### src/rtl/karatsuba_mul_arbiter.sv
// Round-robin arbiter sharing one enable/done multiplier between NREQ requesters.
// One operation is in flight at a time; a watchdog aborts operations whose done never arrives.
module karatsuba_mul_arbiter #(
    parameter int WIDTH   = 128,
    parameter int NREQ    = 4,
    parameter int TIMEOUT = 64
) (
    input  logic                      clk,
    input  logic                      reset,
    input  logic [NREQ-1:0]           req_valid,
    output logic [NREQ-1:0]           req_ready,
    input  logic [NREQ*WIDTH-1:0]     req_a,
    input  logic [NREQ*WIDTH-1:0]     req_b,
    output logic                      rsp_valid,
    input  logic                      rsp_ready,
    output logic [$clog2(NREQ)-1:0]   rsp_id,
    output logic [2*WIDTH-1:0]        rsp_ab,
    output logic                      rsp_err,
    output logic [WIDTH-1:0]          mul_a,
    output logic [WIDTH-1:0]          mul_b,
    output logic                      mul_enable,
    input  logic [2*WIDTH-1:0]        mul_ab,
    input  logic                      mul_done,
    output logic                      busy,
    output logic                      timeout_err
);

    localparam int IDW = $clog2(NREQ);
    localparam int CW  = $clog2(TIMEOUT + 1);

    typedef enum logic [1:0] {
        ST_IDLE = 2'd0,
        ST_RUN  = 2'd1,
        ST_RESP = 2'd2
    } state_t;

    state_t           state_r;
    state_t           state_s;
    logic [IDW-1:0]   rr_r;
    logic [IDW-1:0]   rr_next_s;
    logic [CW-1:0]    cnt_r;
    logic [IDW-1:0]   grant_s;
    logic             grant_vld_s;
    logic             accept_s;
    logic             fin_done_s;
    logic             fin_tmo_s;
    logic [WIDTH-1:0] lane_a_s [NREQ];
    logic [WIDTH-1:0] lane_b_s [NREQ];

    // Unpack the flat operand buses into per-requester lanes.
    always_comb begin
        for (int i = 0; i < NREQ; i++) begin
            lane_a_s[i] = req_a[i*WIDTH +: WIDTH];
            lane_b_s[i] = req_b[i*WIDTH +: WIDTH];
        end
    end

    // Round-robin search from rr_r upward; walking k downward lets the nearest valid requester win.
    always_comb begin
        logic [IDW:0] sum_v;
        grant_s     = '0;
        grant_vld_s = 1'b0;
        for (int k = NREQ - 1; k >= 0; k--) begin
            sum_v = {1'b0, rr_r} + (IDW+1)'(k);
            sum_v = (sum_v >= (IDW+1)'(NREQ)) ? (sum_v - (IDW+1)'(NREQ)) : sum_v;
            grant_s     = req_valid[sum_v[IDW-1:0]] ? sum_v[IDW-1:0] : grant_s;
            grant_vld_s = grant_vld_s | req_valid[sum_v[IDW-1:0]];
        end
    end

    assign accept_s   = (state_r == ST_IDLE) && grant_vld_s;
    assign fin_done_s = (state_r == ST_RUN) && mul_done;
    assign fin_tmo_s  = (state_r == ST_RUN) && !mul_done && (cnt_r == CW'(TIMEOUT));

    // Pointer for the next search: one past the granted requester, with wrap.
    always_comb begin
        if (grant_s == IDW'(NREQ - 1)) begin
            rr_next_s = '0;
        end else begin
            rr_next_s = grant_s + IDW'(1);
        end
    end

    // Accept is offered only in IDLE, one-hot at the granted requester.
    always_comb begin
        req_ready = '0;
        if (accept_s) begin
            req_ready[grant_s] = 1'b1;
        end else begin
            req_ready = '0;
        end
    end

    // Next-state logic; a done on the timeout edge takes priority over the abort.
    always_comb begin
        state_s = state_r;
        case (state_r)
            ST_IDLE: begin
                if (accept_s) state_s = ST_RUN;
                else          state_s = ST_IDLE;
            end
            ST_RUN: begin
                if (fin_done_s || fin_tmo_s) state_s = ST_RESP;
                else                         state_s = ST_RUN;
            end
            ST_RESP: begin
                if (rsp_ready) state_s = ST_IDLE;
                else           state_s = ST_RESP;
            end
            default: state_s = ST_IDLE;
        endcase
    end

    // State, datapath and flag registers; status outputs are registered from the next state.
    always_ff @(posedge clk) begin
        if (!reset) begin
            state_r     <= ST_IDLE;
            rr_r        <= '0;
            cnt_r       <= '0;
            mul_a       <= '0;
            mul_b       <= '0;
            mul_enable  <= 1'b0;
            rsp_valid   <= 1'b0;
            rsp_id      <= '0;
            rsp_ab      <= '0;
            rsp_err     <= 1'b0;
            busy        <= 1'b0;
            timeout_err <= 1'b0;
        end else begin
            state_r    <= state_s;
            mul_enable <= (state_s == ST_RUN);
            rsp_valid  <= (state_s == ST_RESP);
            busy       <= (state_s != ST_IDLE);
            if (accept_s) begin
                mul_a  <= lane_a_s[grant_s];
                mul_b  <= lane_b_s[grant_s];
                rsp_id <= grant_s;
                rr_r   <= rr_next_s;
            end
            // cnt_r holds the number of completed RUN cycles, so abort fires after TIMEOUT+1 enable cycles.
            if ((state_r == ST_RUN) && (state_s == ST_RUN)) begin
                cnt_r <= cnt_r + CW'(1);
            end else if (state_s == ST_IDLE) begin
                cnt_r <= '0;
            end
            if (fin_done_s) begin
                rsp_ab  <= mul_ab;
                rsp_err <= 1'b0;
            end else if (fin_tmo_s) begin
                rsp_ab      <= '0;
                rsp_err     <= 1'b1;
                timeout_err <= 1'b1;
            end
        end
    end

endmodule

### config.mk
export PLATFORM = sky130hd
export DESIGN_NAME = karatsuba_mul_arbiter
export DESIGN_NICKNAME = d
export VERILOG_FILES = /design/src/rtl/karatsuba_mul_arbiter.sv
export SDC_FILE = /design/constraint.sdc
export NUM_CORES = 1
export LEC_CHECK = 0
export CORE_AREA = 2 2 702 704
export CTS_CLUSTER_SIZE = 24
export DETAILED_ROUTE_END_ITERATION = 6
export DIE_AREA = 0 0 704 706
export PLACE_DENSITY = 0.3
export SLEW_MARGIN = 20
export SYNTH_ARGS = -nofsm -noshare
export SYNTH_HDL_FRONTEND = slang
export SYNTH_SLANG_ARGS = --single-unit
export TNS_END_PERCENT = 30
### constraint.sdc
create_clock -name clk -period 2.46 [get_ports clk]
set_input_delay 0.492 -clock clk [delete_from_list [all_inputs] [get_ports clk]]
set_output_delay 0.492 -clock clk [all_outputs]
set_load 0.05 [all_outputs]
==> summary.txt <==
Pwr
  – Worst VDD drop: 0.5193 mV
  – Leak: 20.97 nW
  – Pwr/cell area: 750.4 nW/um^2

Detailed routing
  – Total wire length: 378.1 mm
  – Met3 WL post-DR: 43.37 mm
  – Router iterations before antenna repair: 5
  – Detailed-route via count: 30.60k
  – Drt via density: 2.791
  – Met1 WL: 129.1 mm
  – DRC Markers: 0
  – First DRT Iteration DRCs: 2091
  – Remaining antenna violation count: 0
  – Max layer used: met5
  – WL/cell: 34.48 um
  – Met2 WL: 190.4 mm

Yosys
  – Top cell type's share of synthesized area: 44.99%
  – Count of flip-flops with a built-in enable after synthesis: 0
  – #FFs+latches synth: 530
  – Post-Syn Instances: 2395
  – Syn avg cell area: 9.847 um^2
  – Most area-hungry cell type in the Yosys netlist: dfxtp_1
  – Cell Area, Synth: 23580 um^2
  – Synth area leaders: dfxtp_1 45%, mux2i_1 22%, o221ai_1 9.5%
  – Unique masters post-synth: 41
  – Top_reg_cell synth: dfxtp_1
  – Yosys Warn Count: 0
  – Ys async rst share: 0%
  – Net count of the mapped netlist: 3689
  – Sequential area share after synthesis: 44.99%

Clock network
  – Cts hold-fix bufs: 0
  – Cts bufs inserted: 90
  – Latest clock arrival within the worst-skew pair: 0.88 ns
  – H-tree depth: 3
  – Clk root buf: clkbuf_16
  – CTS tree: done
  – Clock sinks: 530
  – Max clock buf depth: 4
  – Clk pin slew, worst setup/hold paths: 0.06 ns

Global routing
  – Antenna violations before repair: 385
  – Grt total ovfl: 0
  – Vias in the first global route: 30.40k
  – Largest net degree at the start of global routing: 87
  – First-pass GRT wire length: 450.9 mm
  – Overall global routing resource usage: 14.59%

STA
  – Rel. slew slack: 52.02%
  – Slew Viols, Final: 0
  – Setup TNS Final: -6.140 ns
  – Period Utilization, post-route: 119.1%
  – Final WS setup: -0.4700 ns
  – Final setup viols: 72
  – Worst-margin pin slew: 0.7225 ns
  – Min Hold Slack: 0.2571 ns
  – Clk_skew: 0.1227 ns
  – Final hold vios: 0
  – Fmax: 341.3 MHz
  – RSZ-0062 raised after global routing: yes
  – Min Tclk post-route: 2.930 ns

Cells and area
  – Commonest non-fill, non-tap cell in the layout: clkdlybuf4s50_1
  – Register area: 10620 um^2
  – Fillcell total: 56.11k
  – Area of the multi-input gates: 12140 um^2
  – Final core utilization: 11.04%
  – Nets: 5579
  – Finished Cell Area: 54010 um^2
  – Most frequent cells in the layout: 1287 x clkdlybuf4s50_1, 528 x dfxtp_1, 475 x mux2i_1
  – Syn-to-layout area delta: 129.0%
  – Layout cells sized above 1: 16.66%

Job
  – Max-Cap Viols: 0

Place
  – Gpl congestion: 1.060
  – Half-perimeter wire length after placement: 340.2 mm
  – Setup WS pre-CTS: -0.9071 ns
  – DP Area: 50380 um^2
  – PortBufs: 1810

Critical path
  – Critical Path Most Common Cell: buf_12
  – Critical Path RT: 1.97 ns
  – Worst Path Arrival: 2.44 ns
  – Crit path launch type: register
  – Worst Setup End Kind: primary output
  – Crit path cell chain: buf_6, inv_4, a221oi_4, nor2_4, buf_12, clkinv_8, ha_4, and3_4, buf_12
  – CP Class: register to primary output
  – Critical Path Max Stage Delay: 0.37 ns
  – CP Max Fanout: 3
  – Crit path max-delay cell type: dfxtp_4

Die
  – Die Width: 704 um
  – Top Ports: 1811
  – Die area: 497000 um^2
  – Initial Util: 4.822%
  – Die H: 706 um
  – Core Area: 489100 um^2
  – Cell row count: 257

Status
  – Status: complete, but fails checks
  – Failing checks: setup timing

Worst hold path
  – Worst min path class: primary input to register
critical path, delay by kind of cell, from the launching register on:
family | cells | cell delay, ns
compound gates | 1 | 0.30
simple gates | 2 | 0.30
flops | 1 | 0.37
fa+ha+maj | 1 | 0.11
buf+inv | 5 | 0.48
sequential cells by signal, summed over array words and instances (netlist names):
register,cells
mul_b,128
rsp_ab,256
rr_r,2
busy,1
cnt_r,7
timeout_err,1
state_r,2
rsp_err,1
rsp_id,2
rsp_valid,1
mul_a,128
mul_enable,1
power breakdown:
part	leakage, nW	internal [W]	switching (W)
clock	1.52	0.00844	0.00559
combinational	15.1	0.00598	0.0101
sequential	4.35	0.00966	0.000786
total	21.0	0.0241	0.0165
cell type report:
cell class | instances | area share (%)
flip-flops and latches | 530 | 19.65
clock buffers | 127 | 4.837
repair buffers | 2026 | 36.35
diodes | 138 | 0.6394
clock inverters | 33 | 0.9359
multi-input cells | 1628 | 22.48
well taps | 6475 | 15.00
inverters | 9 | 0.1042
stage by stage:
| stage | std cells | total power (W) |
|---|---|---|
| floorplan | 2395 | 0.01798 |
| global placement | 10660 | 0.02727 |
| detailed placement | 10660 | 0.02728 |
| CTS | 10826 | 0.04165 |
| global route | 10888 | 0.04232 |
| finish | 10966 | 0.04053 |
cells in the mapped netlist, types with 4 or more instances:
library cell and number:
a21oi_1 7, a22oi_1 257, and3_1 5, buf_1 5, buf_2 111, buf_4 32
clkbuf_1 79, dfxtp_1 530, ha_1 6, inv_1 8, mux2i_1 514, nand2_1 263
nor2_1 276, nor3_1 4, o21ai_0 9, o221ai_1 256
routing by layer:
metal,vias up,global-route usage [%]
met5,-,0
met4,144,4.181
met3,740,7.110
met2,2029,26.46
met1,14729,14.71
li1,12959,-
worst paths after layout:
kind              start           end  slack [ns]  cells past startpoint
min reg2reg   mul_a[97]     mul_a[97]        0.46                      2
max reg2reg     rr_r[0]    mul_b[120]       -0.19                     10
max             rr_r[0]  req_ready[1]       -0.47                      9
min          mul_ab[81]    rsp_ab[81]        0.26                      3
repair_timing:
item / CTS / global route
resized for setup: 317 / 23
setup endpoints to repair: 257 / 201
buffers inserted: 6 / 2
gates cloned: 1 / 0
endpoints found under the hold margin: 0 / 0
pin swaps: 4 / 5
cells by family (layout without fill, tap and decap cells):
logic type / after synthesis / count (layout) / share of synthesized area [%]
compound gates: 541 / 541 / 18.54
fa+ha+maj: 6 / 6 / 0.3183
buf+inv: 237 / 2195 / 4.902
flops: 530 / 530 / 44.99
mux: 514 / 514 / 21.82
other cells: 0 / 138 / 0
simple gates: 567 / 567 / 9.433
No activity file was read; power rests on OpenSTA's default activity.
==> RTL change, RTL diff (same flow settings) <==
`TIMEOUT`: 64 -> 32.
--- a/src/rtl/karatsuba_mul_arbiter.sv
+++ b/src/rtl/karatsuba_mul_arbiter.sv
@@ -3,7 +3,7 @@
 module karatsuba_mul_arbiter #(
     parameter int WIDTH   = 128,
     parameter int NREQ    = 4,
-    parameter int TIMEOUT = 64
+    parameter int TIMEOUT = 32
 ) (
     input  logic                      clk,
     input  logic                      reset,
Check against the original RTL: not settled (the Yosys comparison gave no result); the edit may change what the design does.
==> RTL change against the original RTL <==
Fmax shrank 1.7%; first-iteration DRC count grew 14%; the run still ends with negative setup slack left; routed wire length grew 5.3%; sequential share of layout area shrank 1.4 points; power grew 5.3%; count of clock-buffer cells in the layout grew 3; synthesized area grew 15%; setup slack lost 0.050 ns; final area grew 7.4%; cell count grew 5.0%; synthesized cell count grew 25%; sequential cell count shrank 1; critical path depth is the same.
==> RTL change: results (changes against the original RTL) <==
stage,metric,value,unit,change
placed_design,place_congestion,1.018,,-4.0%
clocking,clk_latency,0.90,ns,+0.02 ns
synth,synth_area_leaders,"dfxtp_1, o211ai_2, mux2i_1",,
sta,clock_skew,0.1522,ns,+0.02943 ns
placed_design,dp_hpwl,351.2,mm,+3.2%
detailed_routing,num_vias,34620,,+13%
placed_design,dp.cells,11290,,+5.9%
synth,synth_seq_area_share,39.18,%,-5.8 points
placed_design,post-place-ws,-1.246,ns,-0.3390 ns
detailed_routing,detail_route.iter0.violations,2380,,+14%
detailed_routing,wl_per_cell,34.58,um,+0.30%
power_and_ir_drop,leakagePower,22.46,nW,+7.1%
detailed_routing,routed_wirelength,398.1,mm,+5.3%
synth,netlist_top_cells_count,"dfxtp_1, nor2_1, nand2_1, nand3_1",,
outcome,violations,negative setup slack,,
synth,synth_fp_nets,4286,,+16%
outcome,outcome,"finished, violations left",,
cells_and_area,drive_gt1_share,23.12,%,+6.5 points
sta,setup_viol,17,,-76%
sta,worst_pin_slew,0.8600,ns,+0.1374 ns
sta,worst_slack,-0.5201,ns,-0.05009 ns
clocking,cts_inserted_buffers,91,,+1.1%
global_route,antenna_found_initial,343,,-11%
global_route,grt_start_max_net_pins,145,,+67%
worst_hold_path,min_from,mul_ab[82],,
power_and_ir_drop,vdd_drop_max,0.0005454,V,+5.0%
worst_setup_path,path_max_fanout,4,,+1
global_route,track_usage,15.28,%,+0.68 points
worst_setup_path,crit_start,req_valid[3],,
global_route,grt_pass1_wl,479.3,mm,+6.3%
cells_and_area,nets,6219,,+11%
worst_setup_path,worstPathArrival,2.49,ns,+0.05 ns
synth,synth_cell_type_count,43,,+4.9%
-- RTL change: cell types whose count changed after synthesis, moves of 22 or more --
cell      unedited run  this run
buf_6                1        28
a21o_1               0       255
o21ai_0              9       163
buf_2              111        25
nand3_1              2       260
o221ai_1           256         0
buf_4               32         2
buf_12               0        22
mux2i_1            514       256
clkbuf_1            79       220
o21ai_1              1       102
o211ai_2             0       240
-- RTL change: stage by stage --
stage	TNS, ns	cell area, um2
CTS	-2.713	57580
global placement	-181.41	54220
floorplan	-0.09285	27070
global route	-2.477	57910
finish	-2.212	58000
detailed placement	-186.11	54220
-- RTL change: final timing paths --
kind | slack (ns) | depth (start not counted) | to
setup / recovery | -0.52 | 9 | req_ready[3]
hold / removal | 0.23 | 3 | rsp_ab[82]
setup reg to reg | 0.01 | 9 | mul_b[39]
hold reg to reg | 0.46 | 2 | mul_a[105]
-- RTL change: critical path: stages --
cell and delay [ns]:
clkdlybuf4s50_1 0.58, or2_1 0.35, and4_4 0.25, nor2_8 0.13, buf_12 0.16, clkinv_8 0.07
ha_4 0.15, and2_4 0.14, buf_12 0.14
-- RTL change: kinds of logic (layout without fill, tap and decap cells) --
family	Yosys count	in the layout	synth area share, %
AOI/OAI and AO/OA	1046	1046	30.99
and+or+nand+nor	833	833	13.19
DFF	529	529	39.18
buffers and inverters	322	2322	6.870
muxes	256	256	9.481
adders and majority gates	6	6	0.2778
other	0	46	0
-- RTL change: area by class of cell --
class	instances	area [um2]
diodes	46	115.1
clock buffers	130	2716
clock inverters	30	420.4
fillers	56030	431100
inverters	6	42.54
multi-input cells	2141	15000
flip-flops and latches	529	10600
well taps	6475	8102
repair buffers	2156	21000
-- RTL change: routing by layer --
| layer | global-route usage (%) | vias to the layer above | part of all wire, % |
|---|---|---|---|
| met2 | 27.47 | 1819 | 50 |
| li1 | - | 14910 | - |
| met1 | 16.24 | 16970 | 36 |
| met3 | 7.114 | 733 | 11 |
| met4 | 3.114 | 192 | 2.9 |
| met5 | 0 | - | 0.31 |
-- RTL change: what timing repair did --
action	CTS	global route
setup buffers	8	2
gates cloned	1	5
setup endpoints to repair	229	68
hold endpoints to repair	0	0
pin swaps	7	4
hold buffers	0	0
gates resized for setup	307	41
-- RTL change: power breakdown --
| part | leakage [nW] | switching (W) | internal [W] |
|---|---|---|---|
| registers | 4.34 | 0.000890 | 0.00964 |
| logic | 16.6 | 0.0114 | 0.00655 |
| clock network | 1.55 | 0.00565 | 0.00848 |
| total | 22.5 | 0.0180 | 0.0247 |
